File: src/rtl/uart_pkg.sv
// Shared types and constants for the UART receive path: FSM state encoding,
// frame width and a helper to derive the bit period from clock and baud rate.
package uart_pkg;

    localparam int unsigned UART_DATA_BITS = 8;

    typedef enum logic [2:0] {
        IDLE,
        START,
        DATA,
        STOP,
        BREAK
    } uart_rx_state_t;

    // Rounded to the nearest whole clock so e.g. 50 MHz / 115200 gives 434.
    function automatic int unsigned uart_clks_per_bit(input int unsigned clock_hz,
                                                      input int unsigned baud);
        return (clock_hz + baud / 2) / baud;
    endfunction

endpackage

File: src/rtl/uart_rx_if.sv
// Valid/ready byte port between the UART receiver (master) and the core
// logic that consumes received bytes (slave).
interface uart_rx_if;
    import uart_pkg::*;

    logic [UART_DATA_BITS-1:0] rx_data;
    logic                      rx_valid;
    logic                      rx_ready;

    modport master (
        output rx_data,
        output rx_valid,
        input  rx_ready
    );

    modport slave (
        input  rx_data,
        input  rx_valid,
        output rx_ready
    );

endinterface

File: src/rtl/uart_rx_bit_sync.sv
// Two-flop synchroniser for a single asynchronous input; the reset value lets
// the output start at the pin's idle level.
module bit_sync #(
    parameter logic RESET_VAL = 1'b1
) (
    input  logic clock,
    input  logic reset,
    input  logic d,
    output logic q
);

    logic [1:0] sync_q;
    logic [1:0] sync_d;

    always_comb begin
        sync_d = {sync_q[0], d};
    end

    always_ff @(posedge clock or posedge reset) begin
        if (reset) begin
            sync_q <= {2{RESET_VAL}};
        end else begin
            sync_q <= sync_d;
        end
    end

    assign q = sync_q[1];

endmodule

File: src/rtl/uart_rx.sv
// 8N1 UART receiver: mid-bit sampling of the synchronised line, byte handed
// out on a valid/ready port with single-cycle framing-error and overrun pulses.
module uart_rx
    import uart_pkg::*;
#(
    parameter int unsigned CLKS_PER_BIT = uart_clks_per_bit(50_000_000, 115_200)
) (
    input  logic        clock,
    input  logic        reset,
    input  logic        io_rx,
    uart_rx_if.master   rx,
    output logic        frame_error,
    output logic        overrun,
    output logic        busy
);

    localparam int unsigned CNT_W = $clog2(CLKS_PER_BIT);
    localparam logic [CNT_W-1:0] CNT_HALF = CNT_W'(CLKS_PER_BIT / 2 - 1);
    localparam logic [CNT_W-1:0] CNT_FULL = CNT_W'(CLKS_PER_BIT - 1);
    localparam logic [2:0]       LAST_IDX = 3'(UART_DATA_BITS - 1);

    logic rxs;

    uart_rx_state_t            state_q, state_d;
    logic [CNT_W-1:0]          cnt_q, cnt_d;
    logic [2:0]                idx_q, idx_d;
    logic [UART_DATA_BITS-1:0] shift_q, shift_d;
    logic [UART_DATA_BITS-1:0] data_q, data_d;
    logic                      valid_q, valid_d;
    logic                      fe_q, fe_d;
    logic                      ovr_q, ovr_d;
    logic                      byte_done;
    logic                      stop_low;

    bit_sync #(
        .RESET_VAL (1'b1)
    ) u_sync (
        .clock (clock),
        .reset (reset),
        .d     (io_rx),
        .q     (rxs)
    );

    always_ff @(posedge clock or posedge reset) begin
        if (reset) begin
            state_q <= IDLE;
            cnt_q   <= '0;
            idx_q   <= '0;
            shift_q <= '0;
            data_q  <= '0;
            valid_q <= 1'b0;
            fe_q    <= 1'b0;
            ovr_q   <= 1'b0;
        end else begin
            state_q <= state_d;
            cnt_q   <= cnt_d;
            idx_q   <= idx_d;
            shift_q <= shift_d;
            data_q  <= data_d;
            valid_q <= valid_d;
            fe_q    <= fe_d;
            ovr_q   <= ovr_d;
        end
    end

    // The counter always counts down to zero; each state acts only on expiry.
    always_comb begin
        state_d   = state_q;
        cnt_d     = cnt_q;
        idx_d     = idx_q;
        shift_d   = shift_q;
        byte_done = 1'b0;
        stop_low  = 1'b0;
        case (state_q)
            IDLE: begin
                if (!rxs) begin
                    cnt_d   = CNT_HALF;
                    state_d = START;
                end
            end
            START: begin
                if (cnt_q != '0) begin
                    cnt_d = cnt_q - CNT_W'(1);
                end else if (rxs) begin
                    state_d = IDLE;
                end else begin
                    cnt_d   = CNT_FULL;
                    idx_d   = '0;
                    state_d = DATA;
                end
            end
            DATA: begin
                if (cnt_q != '0) begin
                    cnt_d = cnt_q - CNT_W'(1);
                end else begin
                    shift_d[idx_q] = rxs;
                    cnt_d          = CNT_FULL;
                    if (idx_q == LAST_IDX) begin
                        state_d = STOP;
                    end else begin
                        idx_d = idx_q + 3'd1;
                    end
                end
            end
            STOP: begin
                if (cnt_q != '0) begin
                    cnt_d = cnt_q - CNT_W'(1);
                end else if (rxs) begin
                    byte_done = 1'b1;
                    state_d   = IDLE;
                end else begin
                    stop_low = 1'b1;
                    state_d  = BREAK;
                end
            end
            BREAK: begin
                if (rxs) begin
                    state_d = IDLE;
                end
            end
            default: begin
                state_d = IDLE;
            end
        endcase
    end

    // A completing byte wins over a consume in the same cycle, so valid stays set.
    always_comb begin
        data_d  = data_q;
        valid_d = valid_q;
        fe_d    = stop_low;
        ovr_d   = 1'b0;
        if (byte_done) begin
            data_d  = shift_q;
            valid_d = 1'b1;
            ovr_d   = valid_q & ~rx.rx_ready;
        end else if (valid_q && rx.rx_ready) begin
            valid_d = 1'b0;
        end
    end

    assign rx.rx_data  = data_q;
    assign rx.rx_valid = valid_q;
    assign frame_error = fe_q;
    assign overrun     = ovr_q;
    assign busy        = (state_q != IDLE);

endmodule
File: src/flat_wrapper.sv
// flat-port wrapper written by rule: the top's interface ports become plain ports
module uart_rx_flat import uart_pkg::*;
#(
    parameter int unsigned CLKS_PER_BIT = uart_clks_per_bit(50_000_000, 115_200)
)
  (clock, reset, io_rx, frame_error, overrun, busy, rx_rx_data, rx_rx_valid, rx_rx_ready);
  uart_rx_if rx_i ();
  input  logic clock;
  input  logic reset;
  input  logic io_rx;
  output logic frame_error;
  output logic overrun;
  output logic busy;
  output wire logic [$bits(rx_i.rx_data)-1:0] rx_rx_data;
  output wire logic [$bits(rx_i.rx_valid)-1:0] rx_rx_valid;
  input wire logic [$bits(rx_i.rx_ready)-1:0] rx_rx_ready;
  assign rx_rx_data = rx_i.rx_data;
  assign rx_rx_valid = rx_i.rx_valid;
  assign rx_i.rx_ready = rx_rx_ready;
  uart_rx #(.CLKS_PER_BIT(CLKS_PER_BIT)) u_core (.clock(clock), .reset(reset), .io_rx(io_rx), .rx(rx_i), .frame_error(frame_error), .overrun(overrun), .busy(busy));
endmodule
File: config.mk
export PLATFORM = sky130hd
export DESIGN_NAME = uart_rx_flat
export DESIGN_NICKNAME = d
export VERILOG_FILES = /design/src/rtl/uart_pkg.sv /design/src/rtl/uart_rx_if.sv /design/src/rtl/uart_rx_bit_sync.sv /design/src/rtl/uart_rx.sv /design/src/flat_wrapper.sv
export SDC_FILE = /design/constraint.sdc
export NUM_CORES = 1
export LEC_CHECK = 0
export ABC_AREA = 0
export CORE_ASPECT_RATIO = 0.9
export CORE_MARGIN = 3
export CORE_UTILIZATION = 40
export CTS_BUF_LIST = sky130_fd_sc_hd__clkbuf_4
export DETAILED_ROUTE_END_ITERATION = 7
export PLACE_DENSITY_LB_ADDON = 0.05
export SLEW_MARGIN = 20
export SYNTH_ARGS = -nofsm -noshare
export SYNTH_HDL_FRONTEND = slang
export SYNTH_SLANG_ARGS = --single-unit
File: constraint.sdc
create_clock -name clock -period 1.8 [get_ports clock]
set_input_delay 0.18 -clock clock [delete_from_list [all_inputs] [get_ports clock]]
set_output_delay 0.18 -clock clock [all_outputs]
set_load 0.02 [all_outputs]
==> key figures <==
Status
  • Status: finished, violations left
  • Failing checks: negative setup slack

Cells and area
  • Final nets: 211
  • Final std cells w/o fill: ~260
  • Number of inserted diodes: 0
  • Most common cell after layout, fill and taps aside: dfrtp_1
  • Syn-to-layout area delta: 38.2%
  • Most frequent cells in the layout: dfrtp_1, buf_4, clkdlybuf4s50_1
  • Layout cells sized above 1: 41.2%

CTS
  • Clock root buffer: clkbuf_4
  • H-tree depth: 2
  • Clock sink total: 36
  • Clk buf depth: 2
  • CTS Buf Count: 5
  • Clock Pin Slew Worst Setup and Hold Paths: 110 ps
  • Later-pin clock latency in the skew report: between 300 and 400 ps
  • Hold_buf cts: 0
  • CTS tree: yes

Drt
  • Post-DRT Antenna Nets: 0
  • WL/cell: about 15 um
  • Final wirelength: around 4000 um
  • DR vias/cell: 5.33
  • Pre-antenna DRT Iters: 4
  • Drt drc: 0
  • Drt initial violations: ~120
  • Vias: between 1000 and 1500

Place
  • Inst Count DP: between 200 and 300
  • RePlAce Congestion: between 0.8 and 0.9
  • Port bufs: 15
  • Hpwl dp: 2720 um

Floorplanning
  • Core Box Area: around 4200 um2
  • Die Y-Extent: 69.5 um
  • Die Wd: 76.5 um
  • Io pins: 16
  • Initial core utilization: 42.8%
  • Site Rows: 22
  • Die Area: 5310 um2

Timing
  • Max_slew headroom: roughly 70%
  • Final setup violation count: 29
  • Slew Limit Fails: 0
  • Final worst setup slack: -214 ps
  • Fin. Hold Viols: 0
  • Min Clock Period, post-route: around 2000 ps
  • Hold_ws: 245 ps
  • Measured slew at the worst slew-check pin: ~440 ps
  • Clock Skew: between 9 and 10 ps
  • RSZ-0062 raised after global routing: true
  • F_max: 496 MHz
  • Period utilization: 112%

Logic synthesis
  • Most area-consuming cells after synthesis: dfrtp_1, mux2_2, dfstp_2, mux2_1, ha_1
  • Area leader, netlist: dfrtp_1
  • EDFF count, synth: 0
  • Avg Synthesized Cell Area: 11.5 um2
  • #FFs+latches synth: 36
  • Synth warnings: 0
  • Syn Nets: 163
  • Seq/Total Area, Yosys: 50.5%
  • Post-synth cell types: 45
  • Post-synth top area share: a little under half
  • Mapped Area: about 1800 um2
  • Fraction of registers with async set/reset: between 90% and 100%
  • Top FF cell, synth: dfrtp_1
  • Post-Syn Instances: between 150 and 200

Power
  • Peak supply drop: 0.309 mV
  • LEAKAGE: 1.10 nW
  • Post-layout power: ~1.3 mW
  • PwrDens: ~510 nW/um2

Critical path
  • R2R Path End: u_core.rx.rx_data[3]
  • Crit path DAT: 2240 ps
  • CP max stage delay: 500 ps
  • Worst R2R Path Depth: 7
  • Worst Setup End Kind: register
  • Crit Path Category: reg2reg
  • Crit path cell chain: inv_2 > ha_4 > or4b_4 > buf_12 > nor2_4 > nand3_4 > mux2_2
  • CP Max Fanout: 9
  • CP max stage cell: or4b_4
  • R2r setup slk: -210 ps
  • WP data required: about 2000 ps
  • RR Startpoint: u_core.cnt_q[1]
  • Startpoint types: register

Min path
  • Hold Crit Class: in2async

Flow run
  • Max Cap Viol: 0

GRT
  • Largest net degree at the start of global routing: 37
  • Initial antenna violation count: 0
  • Vias in the first global route: roughly 1400
  • First-pass GRT wire length: 6840 um
  • GRT Util Overall: between 10% and 20%
  • Congestion Overflow GR: 0
## critical path: cells and delay by family, from the launching register on
family                   cells  cell delay (ps)
buffers and inverters        2              230
AND/OR/NAND/NOR              3              830
flip-flops                   1              400
multiplexers                 1              310
adder cells (fa/ha/maj)      1              130
## area by class of cell
cell class / instances / area [um2]
inverter: 7 / 26.3
tap: 60 / 75.1
timing repair buffer: 46 / 409
clock buffer: 6 / 45.0
clock inverter: 1 / 5.00
sequential: 36 / 903
multi-input combinational: 108 / 1010
fill: 369 / 1710
## per-layer routing
| layer | vias to the layer above | wire length [um] | track usage [%] |
|---|---|---|---|
| met4 | 0 | 43 | 6.04 |
| met1 | 685 | 2020 | 24.1 |
| li1 | 687 | - | - |
| met2 | 30 | 1760 | 22.4 |
| met3 | 5 | 136 | 3.90 |
| met5 | - | 0 | 0 |
## sequential cells by signal, indices dropped and copies added (netlist names)
name	flops
u_core.shift_q	8
u_core.rx.rx_valid	1
u_core.frame_error	1
u_core.rx.rx_data	8
u_core.cnt_q	9
u_core.state_q	3
u_core.idx_q	3
u_core.u_sync.sync_q	2
u_core.overrun	1
## where the power goes
group	internal [mW]	switching, mW
Combinational	0.0108	0.0224
Sequential	0.812	0.00370
Clock	0.159	0.255
## Yosys cell counts, types with 2 or more instances
library cell / n
clkbuf_1: 5
or3_1: 2
o21ai_0: 5
dfstp_2: 2
nor2_1: 6
a22oi_1: 4
nor3_1: 6
a21o_1: 2
dfrtp_1: 34
mux2i_1: 2
a21oi_1: 6
o31ai_1: 2
nor3b_1: 3
nand2b_1: 4
mux2_2: 13
mux2_1: 4
nand2_1: 8
o221a_2: 2
nand3_1: 7
inv_1: 7
nand3b_1: 2
a31oi_1: 4
ha_1: 3
nor4_1: 2
## timing repair
action	in CTS	in global routing
endpoints found under the setup margin	33	35
buffers inserted	4	1
gates cloned	0	0
gates resized for setup	24	15
pin swaps	10	8
## cells by family (layout without fill, tap and decap cells)
| family | Yosys count | after routing | share of synthesized area (%) |
|---|---|---|---|
| AOI/OAI and AO/OA | 36 | 36 | 14.7 |
| buffers and inverters | 12 | 60 | 2.52 |
| muxes | 19 | 19 | 11.8 |
| and+or+nand+nor | 50 | 50 | 18.4 |
| adders and majority gates | 3 | 3 | 2.10 |
| DFF | 36 | 36 | 50.5 |
## per-stage QoR
step	setup TNS, ps	util (%)	setup WS [ps]	instance area [um2]
final	-4530	59.1	-214	2470
after global routing	-7660	59.1	-311	2470
after CTS	-4860	57.4	-248	2400
after detailed placement	-5020	52.7	-278	2200
after global placement	-3770	52.7	-244	2200
after floorplan	-2490	-	-174	1800
## worst max path at each step
| stage | from | endpoint | slack, ps |
|---|---|---|---|
| after floorplan | u_core.cnt_q[0] | u_core.shift_q[2] | -170 |
| final | u_core.cnt_q[1] | u_core.rx.rx_data[3] | -210 |
| after detailed placement | u_core.cnt_q[1] | u_core.cnt_q[8] | -280 |
| after global placement | u_core.cnt_q[1] | u_core.shift_q[2] | -240 |
| after global routing | u_core.cnt_q[1] | u_core.rx.rx_data[5] | -310 |
| after CTS | u_core.cnt_q[1] | u_core.shift_q[2] | -250 |
No activity file was read; power rests on OpenSTA's default activity.
